===== src/rtl/syscall_console.sv =====
// Syscall console/exit service: print-char, print-int (decimal), exit, exit2.
// Output bytes are queued in a show-ahead FIFO and drained over a ready/valid stream.
`timescale 1ns/1ps
module syscall_console #(
  parameter int unsigned FIFO_DEPTH = 16
) (
  input  logic        clock,
  input  logic        reset_n,
  input  logic        syscall_valid,
  input  logic [31:0] syscall_funct,
  input  logic [31:0] syscall_param1,
  output logic        syscall_busy,
  output logic        halted,
  output logic [31:0] exit_code,
  output logic        bad_syscall,
  output logic        tx_valid,
  output logic [7:0]  tx_data,
  input  logic        tx_ready
);

  localparam int unsigned AW = $clog2(FIFO_DEPTH);
  localparam int unsigned CW = AW + 1;

  localparam logic [1:0] StIdle = 2'd0;
  localparam logic [1:0] StDiv  = 2'd1;
  localparam logic [1:0] StPush = 2'd2;

  logic [1:0]    state_q, state_d;
  logic          neg_q, neg_d;
  logic [31:0]   mag_q, mag_d;
  logic [3:0]    ndig_q, ndig_d;
  logic [3:0]    stk_q [11];
  logic [3:0]    stk_d [11];
  logic          halted_q, halted_d;
  logic [31:0]   exit_code_q, exit_code_d;
  logic          bad_q, bad_d;

  logic [7:0]    mem_q [FIFO_DEPTH];
  logic [AW-1:0] wr_ptr_q, wr_ptr_d;
  logic [AW-1:0] rd_ptr_q, rd_ptr_d;
  logic [CW-1:0] count_q, count_d;

  logic          is_char, is_int, accept, act;
  logic [CW-1:0] free_cnt;
  logic [31:0]   mag_div;
  logic [3:0]    digit;
  logic          push, pop;
  logic [7:0]    push_byte;

  assign is_char  = (syscall_funct == 32'd11);
  assign is_int   = (syscall_funct == 32'd1);
  assign free_cnt = CW'(FIFO_DEPTH) - count_q;

  // Print-int reserves worst-case room (sign + 10 digits) up front so PUSH never stalls.
  assign syscall_busy = !halted_q &&
                        ((state_q != StIdle) ||
                         (is_char && (count_q == CW'(FIFO_DEPTH))) ||
                         (is_int && (free_cnt < CW'(11))));

  assign accept  = syscall_valid && !syscall_busy;
  assign act     = accept && !halted_q;
  assign mag_div = mag_q / 32'd10;
  assign digit   = 4'(mag_q % 32'd10);

  assign tx_valid    = (count_q != '0);
  assign tx_data     = tx_valid ? mem_q[rd_ptr_q] : 8'h00;
  assign pop         = tx_valid && tx_ready;
  assign halted      = halted_q;
  assign exit_code   = exit_code_q;
  assign bad_syscall = bad_q;

  always_comb begin
    state_d     = state_q;
    neg_d       = neg_q;
    mag_d       = mag_q;
    ndig_d      = ndig_q;
    stk_d       = stk_q;
    halted_d    = halted_q;
    exit_code_d = exit_code_q;
    bad_d       = bad_q;
    push        = 1'b0;
    push_byte   = 8'h00;
    case (state_q)
      StIdle: begin
        if (act) begin
          case (syscall_funct)
            32'd11: begin
              push      = 1'b1;
              push_byte = syscall_param1[7:0];
            end
            32'd1: begin
              neg_d   = syscall_param1[31];
              mag_d   = syscall_param1[31] ? (~syscall_param1 + 32'd1) : syscall_param1;
              ndig_d  = 4'd0;
              state_d = StDiv;
            end
            32'd10: begin
              halted_d    = 1'b1;
              exit_code_d = 32'd0;
            end
            32'd17: begin
              halted_d    = 1'b1;
              exit_code_d = syscall_param1;
            end
            default: bad_d = 1'b1;
          endcase
        end
      end
      StDiv: begin
        // Digits stack LSD first; popping later emits MSD first.
        stk_d[ndig_q] = digit;
        ndig_d        = ndig_q + 4'd1;
        mag_d         = mag_div;
        if (mag_div == 32'd0) state_d = StPush;
      end
      StPush: begin
        push = 1'b1;
        if (neg_q) begin
          push_byte = 8'h2D;
          neg_d     = 1'b0;
        end else begin
          push_byte = {4'h3, stk_q[ndig_q - 4'd1]};
          ndig_d    = ndig_q - 4'd1;
          if (ndig_q == 4'd1) state_d = StIdle;
        end
      end
      default: state_d = StIdle;
    endcase
  end

  always_comb begin
    wr_ptr_d = wr_ptr_q + AW'(push);
    rd_ptr_d = rd_ptr_q + AW'(pop);
    count_d  = count_q;
    case ({push, pop})
      2'b10:   count_d = count_q + CW'(1);
      2'b01:   count_d = count_q - CW'(1);
      default: count_d = count_q;
    endcase
  end

  always_ff @(posedge clock or negedge reset_n) begin
    if (!reset_n) begin
      state_q     <= StIdle;
      neg_q       <= 1'b0;
      mag_q       <= 32'd0;
      ndig_q      <= 4'd0;
      for (int i = 0; i < 11; i++) stk_q[i] <= 4'd0;
      halted_q    <= 1'b0;
      exit_code_q <= 32'd0;
      bad_q       <= 1'b0;
      wr_ptr_q    <= '0;
      rd_ptr_q    <= '0;
      count_q     <= '0;
    end else begin
      state_q     <= state_d;
      neg_q       <= neg_d;
      mag_q       <= mag_d;
      ndig_q      <= ndig_d;
      stk_q       <= stk_d;
      halted_q    <= halted_d;
      exit_code_q <= exit_code_d;
      bad_q       <= bad_d;
      wr_ptr_q    <= wr_ptr_d;
      rd_ptr_q    <= rd_ptr_d;
      count_q     <= count_d;
    end
  end

  // Storage needs no reset: tx_data is masked while the FIFO is empty.
  always_ff @(posedge clock) begin
    if (push) mem_q[wr_ptr_q] <= push_byte;
  end

endmodule


===== config.mk =====
export PLATFORM = sky130hd
export DESIGN_NAME = syscall_console
export DESIGN_NICKNAME = d
export VERILOG_FILES = /design/src/rtl/syscall_console.sv
export SDC_FILE = /design/constraint.sdc
export NUM_CORES = 1
export LEC_CHECK = 0
export ABC_AREA = 1
export BUFFER_PORTS_ARGS = -buffer_cell sky130_fd_sc_hd__buf_2
export CORE_MARGIN = 4
export CORE_UTILIZATION = 62
export CTS_BUF_LIST = sky130_fd_sc_hd__clkbuf_8
export DETAILED_ROUTE_END_ITERATION = 7
export GPL_ROUTABILITY_DRIVEN = 0
export PLACE_DENSITY = 0.78
export SYNTH_ARGS = -nofsm -noshare
export SYNTH_HDL_FRONTEND = slang
export SYNTH_SLANG_ARGS = --single-unit

===== constraint.sdc =====
create_clock -name clock -period 10.5 [get_ports clock]
set_input_delay 1.05 -clock clock [delete_from_list [all_inputs] [get_ports clock]]
set_output_delay 1.05 -clock clock [all_outputs]
set_load 0.005 [all_outputs]

* Word level (Yosys, flattened, before mapping) *
Memories as Yosys holds them, arrays and structs flattened.
Cells that the tools add are included.

operators by class
  $add $sub $neg = 8
  bitwise logic cells = 4
  divide/modulo/power cells = 2
  muxes and demuxes = 35
  reduce and logical (&&, ||, !) cells = 29
  order comparisons = 4
  eq/ne operators = 15

operator list
  cell                                                       count
  case mux 32 bit (2 select lines)                           2
  2-to-1 mux 32 bit                                          3
  == test 32 x 4 -> 1 bit (second input constant)            2
  bitwise mux 44 bit                                         1
  adder 32 x 1 -> 32 bit (second input constant)             1
  divider 32 x 4 -> 32 bit (second input constant)           1
  == test 32 x 1 -> 1 bit (second input constant)            1
  == test 32 x 5 -> 1 bit (second input constant)            1
  zero test 32 bit                                           1
  remainder unit 32 x 4 -> 32 bit (second input constant)    1
  inverter 32 bit                                            1
  2-to-1 mux 4 bit                                           6
  2-to-1 mux 8 bit                                           3
  binary-select mux 4 bit (select 4 bit)                     1
  demux 4 bit (select 4 bit)                                 1
  case mux 8 bit (2 select lines)                            1
  AND reduction 3 bit                                        5
  case mux 4 bit (3 select lines)                            1
  greater-or-equal comparator 5 bit (second input constant)  2
  2-to-1 mux 2 bit                                           5
  != test 2 bit (second input constant)                      5
  inverter 4 -> 5 bit                                        2
  case mux 5 bit (2 select lines)                            1
  nonzero test 2 bit                                         5
  27 further kinds                                           44

storage, ports and cells
  bits of input ports = 68
  output and inout bits = 44
  memories = 1
  word-level logic and storage cells = 119
  RAM bits = 128
  register bits = 130

memory list
  memory  depth  bits a word  rd ports  clocked after memory_dff  write ports  line  text
  mem_q   16     8            1         0                         1            38    logic [7:0] mem_q [FIFO_DEPTH];

* Logic depth before layout (Yosys ltp) *
  depth in word-level cells = 12
  gate-level depth with buffers = 137
  depth with buffers taken out = 136

* Worst setup path before layout *
OpenSTA, ideal clock, no wires.

  kind = reg2reg
  from = register mag_q[31]
  to = register stk_q[37] (netlist bit)
  path slack = 1.040 ns
  setup time = 0.126 ns
  buffers on the path = 1
  stages on the path, launching flop included = 125
  period minus slack after synthesis = 9.460 ns
  data required time = 10.374 ns
  arrival time = 9.333 ns
  cells stage by stage = dfrtp_1 > a21boi_1 > nand2_2 > nand2_2 > nand2_2 > nand3_2 > nand2_2 > nand2_2 > nand2_1 > nand3_1 > nand2_1 > nand2_2 > nand2_2 > nand2_1 > nand2_2 > nand2_2 > nand2_2 > nand2_2 > (+89 left out) > nand2_2 > nand2_2 > nand2_1 > nand2_2 > inv_1 > nand2_1 > nand2_2 > nand3_1 > nand3_2 > nand2_2 > nand3_2 > nand2_2 > nand2_2 > nand2_1 > nand2_1 > buf_4 > nand2_1 > o21ai_1

on the way
  cells in the longest elaborated chain, start to end = 2

ends and longest elaborated chain
  item                             line  text
  start, declared                  30    logic [31:0] mag_q, mag_d;
  start signal, assigned           158   mag_q <= mag_d;
  remainder unit 32 x 4 -> 32 bit  63    assign digit = 4'(mag_q % 32'd10);
  bitwise mux 44 bit               111   stk_d[ndig_q] = digit;
  end signal, assigned             160   stk_q <= stk_d;
  end, declared                    32    logic [3:0] stk_q [11];

Every way passes these cells.
A chain may end at the register's enable or synchronous reset.

* Final worst setup path *
  from = register mag_q[31]
  to = register stk_q[2] (netlist bit)

The elaborated chain is that of the path after synthesis.

==> metrics.log <==
[metrics] result of the run: finished, violations left
[metrics] top cells by area in the synthesized netlist: sky130_fd_sc_hd__edfxtp_1 26%, sky130_fd_sc_hd__dfrtp_1 22%, sky130_fd_sc_hd__nand2_1 9.7%, sky130_fd_sc_hd__nand3_1 5.2%, sky130_fd_sc_hd__o21ai_0 4.8%
[metrics] Critical Path Max Stage Delay: 0.48 ns
[metrics] Post-synth top flop: sky130_fd_sc_hd__dfrtp_1
[metrics] setup slack at placement: -0.534 ns
[metrics] power per cell area: 138 nW/um^2
[metrics] internal power summed over all cells: 1.68 mW
[metrics] Layout Skew: 0.0143 ns
[metrics] number of enable-type register cells in the synthesized netlist: 128
[metrics] detail-routed via count per cell: 5.99
[metrics] first-pass GRT wire length: 64100 microns
[metrics] Final Net Count: 2026
[metrics] Reg2Reg Setup Slack: -0.87 ns
[metrics] area share of the leading cell type in the synthesized netlist: 0.264
[metrics] data required time of the critical path: 10.95 ns
[metrics] Wirelength per Cell: 18.8 microns
[metrics] slowest stage cell, crit path: sky130_fd_sc_hd__dfrtp_2
[metrics] number of placed I/O pins: 112
[metrics] clock tree from TritonCTS: built
[metrics] final worst-path cycle share: 1.08
[metrics] total vias in the final route: 13.7k
[metrics] hold slack final: 0.433 ns
[metrics] multi-input combinational cell area: 7540 sq um
[metrics] initial DRC count: 1553
[metrics] max-capacitance violation count: 0
[metrics] All-Layer GR Usage: 0.299
[metrics] root buf cell: sky130_fd_sc_hd__clkbuf_8
[metrics] mean area per synthesized cell: 8.45 sq um
[metrics] Initial Util: 0.636
[metrics] Synth Warn #: 0
[metrics] CTS buffer count: 44
[metrics] biggest area consumer among synthesized cells: sky130_fd_sc_hd__edfxtp_1
[metrics] nature of the critical path startpoint: flip-flop
[metrics] violations in the final reports: setup timing
[metrics] final setup fails: 38
[metrics] Yosys cell types: 52
[metrics] transition time at the pin with the least slew margin: 1.31 ns
[metrics] switching portion of total power: 0.323
[metrics] fraction of the yosys area taken by sequential cells: 0.487
[metrics] Longest Clk Path Bufs: 3
[metrics] post-synthesis cell area: 14600 sq um
[metrics] register bit total from synthesis: 258
[metrics] aggregate global routing overflow: 0
[metrics] total wire length after detailed routing: 42900 microns
[metrics] CTS HTree Levels: 2
[metrics] Antenna Nets Post-Route: 0
[metrics] clock network fraction of total power: 0.343
[metrics] Max rail drop VDD: 151 uV
[metrics] number of max-slew violations in the final report: 0
[metrics] sequential cell fraction of total power: 0.440
[metrics] clock-pin slew of the registers on the worst-case setup and hold paths: 0.06 ns
[metrics] min-delay worst type: in -> async
[metrics] Die ar.: 26000 sq um
[metrics] clock period minus worst slack: 11.37 ns
[metrics] post-layout total power: 2.49 mW
[metrics] RSZ-0062 raised after global routing: true
[metrics] category of the critical setup timing path: reg -> reg
[metrics] reg2reg start: mag_q[31]$_DFFE_PN0P_
[metrics] area growth from synthesis to layout: 23.7%
[metrics] core footprint: 22900 sq um
[metrics] Die Wd: 161 microns
[metrics] Post-route DRC: 0
[metrics] vias in the first global route: 12.9k
[metrics] flip-flop and latch area: 7100 sq um
[metrics] headroom to the max-slew limit: 0.119
[metrics] fraction of registers with async set or reset after synthesis: 0.504
[metrics] worst setup path start: mag_q[31]$_DFFE_PN0P_
[metrics] post-route setup slack: -0.870 ns
[metrics] number of fillers in the final layout: 1515
[metrics] first-pass iteration count of the detailed router: 6
[metrics] capture point of the worst reg-to-reg path: stk_q[2]$_DFFE_PN0P_
[metrics] Layout Utilization: 0.787
[metrics] leakage dissipation: 7.83 nW
[metrics] top achievable clock speed: 0.0880 GHz
[metrics] Most Frequent Cell on Critical Path: sky130_fd_sc_hd__nand2_4
[metrics] maximum number of pins on one net before global-route repair: 77
[metrics] number of antenna diodes: 0
[metrics] initial antenna violation count: 0
[metrics] detailed placement HPWL: 25800 microns
[metrics] setup TNS after final layout: -28.97 ns
[metrics] Hold Violations, Final: 0
[metrics] gate count after technology mapping: 1725
[metrics] critical path arrival: 11.82 ns
[metrics] share of final-layout standard cells stronger than drive strength 1: 0.306
[metrics] die span in y: 161 microns
[metrics] worst skew pair latency: 0.57 ns
[metrics] port bufs: 111
[metrics] number of placement rows: 55
[metrics] relative contribution of combinational cells to total power: 0.217
[metrics] net switching component of the power: 0.804 mW
[metrics] sort of element at the end of the critical path: flip-flop
[metrics] Worst setup endpoint: stk_q[2]$_DFFE_PN0P_
[metrics] Syn Nets: 1814
[metrics] peak fanout along the critical path: 7
[metrics] R2R depth: 124
[metrics] CTS sink count: 258
synth_stat cells (2+ instances only):
library cell and number:
sky130_fd_sc_hd__o22ai_1 12, sky130_fd_sc_hd__a211oi_1 3, sky130_fd_sc_hd__dfrtp_1 130, sky130_fd_sc_hd__nand3_1 151, sky130_fd_sc_hd__a32o_1 10, sky130_fd_sc_hd__ha_1 20, sky130_fd_sc_hd__nand2_2 80, sky130_fd_sc_hd__o21ai_0 141
sky130_fd_sc_hd__nand3_2 24, sky130_fd_sc_hd__inv_2 31, sky130_fd_sc_hd__clkbuf_1 49, sky130_fd_sc_hd__o211ai_1 13, sky130_fd_sc_hd__xnor2_1 3, sky130_fd_sc_hd__o21ai_2 4, sky130_fd_sc_hd__clkinv_1 8, sky130_fd_sc_hd__buf_1 3
sky130_fd_sc_hd__or4_2 2, sky130_fd_sc_hd__o2111ai_1 2, sky130_fd_sc_hd__inv_1 155, sky130_fd_sc_hd__nand4_1 18, sky130_fd_sc_hd__nor3_1 26, sky130_fd_sc_hd__nor2_1 137, sky130_fd_sc_hd__xor2_1 30, sky130_fd_sc_hd__nor4_1 13
sky130_fd_sc_hd__a21oi_1 34, sky130_fd_sc_hd__and3_1 2, sky130_fd_sc_hd__buf_4 2, sky130_fd_sc_hd__a2111oi_0 2, sky130_fd_sc_hd__edfxtp_1 128, sky130_fd_sc_hd__o221ai_1 52, sky130_fd_sc_hd__nand2_4 23, sky130_fd_sc_hd__o31ai_1 4
sky130_fd_sc_hd__o21ai_1 11, sky130_fd_sc_hd__a221oi_1 2, sky130_fd_sc_hd__nand2_1 378, sky130_fd_sc_hd__or3_1 2, sky130_fd_sc_hd__or2_2 5
logic make-up after synthesis:
kind of cell | count (synthesis) | share of synthesized area
adders and majority gates | 21 | 0.0185
xor gates and xnor gates | 33 | 0.0198
DFF | 258 | 0.487
AOI/OAI and AO/OA | 298 | 0.128
buffers and inverters | 250 | 0.0650
and+or+nand+nor | 865 | 0.282
flip-flops by register name, indices dropped and copies added, names as in the netlist:
signal and cells:
mem_q 128, stk_q 44, exit_code 32, mag_q 32, count_q 5, ndig_q 4, rd_ptr_q 4, wr_ptr_q 4
state_q 2, bad_syscall 1, halted 1, neg_q 1
routing by layer:
| metal | wire, microns | vias up | GRT usage |
|---|---|---|---|
| met1 | 16700 | 6519 | 0.403 |
| met4 | 1620 | 0 | 0.0900 |
| met5 | 0 | - | 0 |
| li1 | - | 6335 | - |
| met3 | 3180 | 156 | 0.0383 |
| met2 | 21300 | 677 | 0.512 |
metrics by stage:
| step | cell area, sq um | instances |
|---|---|---|
| after CTS | 17100 | 2247 |
| after floorplan | 14600 | 1725 |
| final | 18000 | 2285 |
| after global routing | 18000 | 2285 |
| after global placement | 15500 | 2113 |
| after detailed placement | 15500 | 2113 |
power by group through the flow:
stage               combinational (mW)  clock [mW]  sequential (mW)
floorplan                        0.342           0             1.11
global placement                 0.512           0             1.11
detailed placement               0.528           0             1.11
CTS                              0.530       0.861             1.09
global route                     0.592       0.913             1.09
finish                           0.541       0.853             1.09
cells in the final DEF (no fill, tap or decap), drive strengths merged, types with 4 or more instances in the layout:
cell type and n:
a21oi 35, a32o 10, buf 220, clkbuf 46, clkinv 11, dfrtp 130
edfxtp 128, ha 20, inv 218, nand2 482, nand3 175, nand4 18
nor2 137, nor3 26, nor4 13, o211ai 13, o21ai 156, o221ai 52
o22ai 12, o31ai 4, or2 6, xor2 30
critical path, delay by kind of cell (launching register included):
kind / cells / cell delay (ns)
DFF: 1 / 0.48
and+or+nand+nor: 102 / 8.69
buffers and inverters: 18 / 1.50
AOI/OAI and AO/OA: 4 / 0.52
layout make-up:
type,count,share of cell area
Multi-Input combinational cell,1218,0.418
Tap cell,313,0.0217
Clock inverter,35,0.0105
Clock buffer,46,0.0351
Timing Repair Buffer,220,0.0790
Inverter,195,0.0421
Sequential cell,258,0.394
what timing repair did:
item                       CTS  global route
pin swaps                   63            99
hold endpoints to repair     0             0
hold buffers                 0             0
gates cloned                 1             2
buffers inserted            52            36
setup endpoints to repair   36            39
resized for setup          102           169
worst min-delay path by stage:
stage,from,end,slack [ns],cells past startpoint
3_3_place_gp,stk_q[23]$_DFFE_PN0P_,stk_q[23]$_DFFE_PN0P_,0.46,2
6_report,reset_n,rd_ptr_q[0]$_DFF_PN0_,0.43,1
4_1_cts,reset_n,rd_ptr_q[0]$_DFF_PN0_,0.44,1
2_1_floorplan,stk_q[22]$_DFFE_PN0P_,stk_q[22]$_DFFE_PN0P_,0.44,2
3_5_place_dp,stk_q[39]$_DFFE_PN0P_,stk_q[39]$_DFFE_PN0P_,0.46,2
5_1_grt,reset_n,count_q[3]$_DFFE_PN0P_,0.47,1
Power figures use the tool's default switching activity.
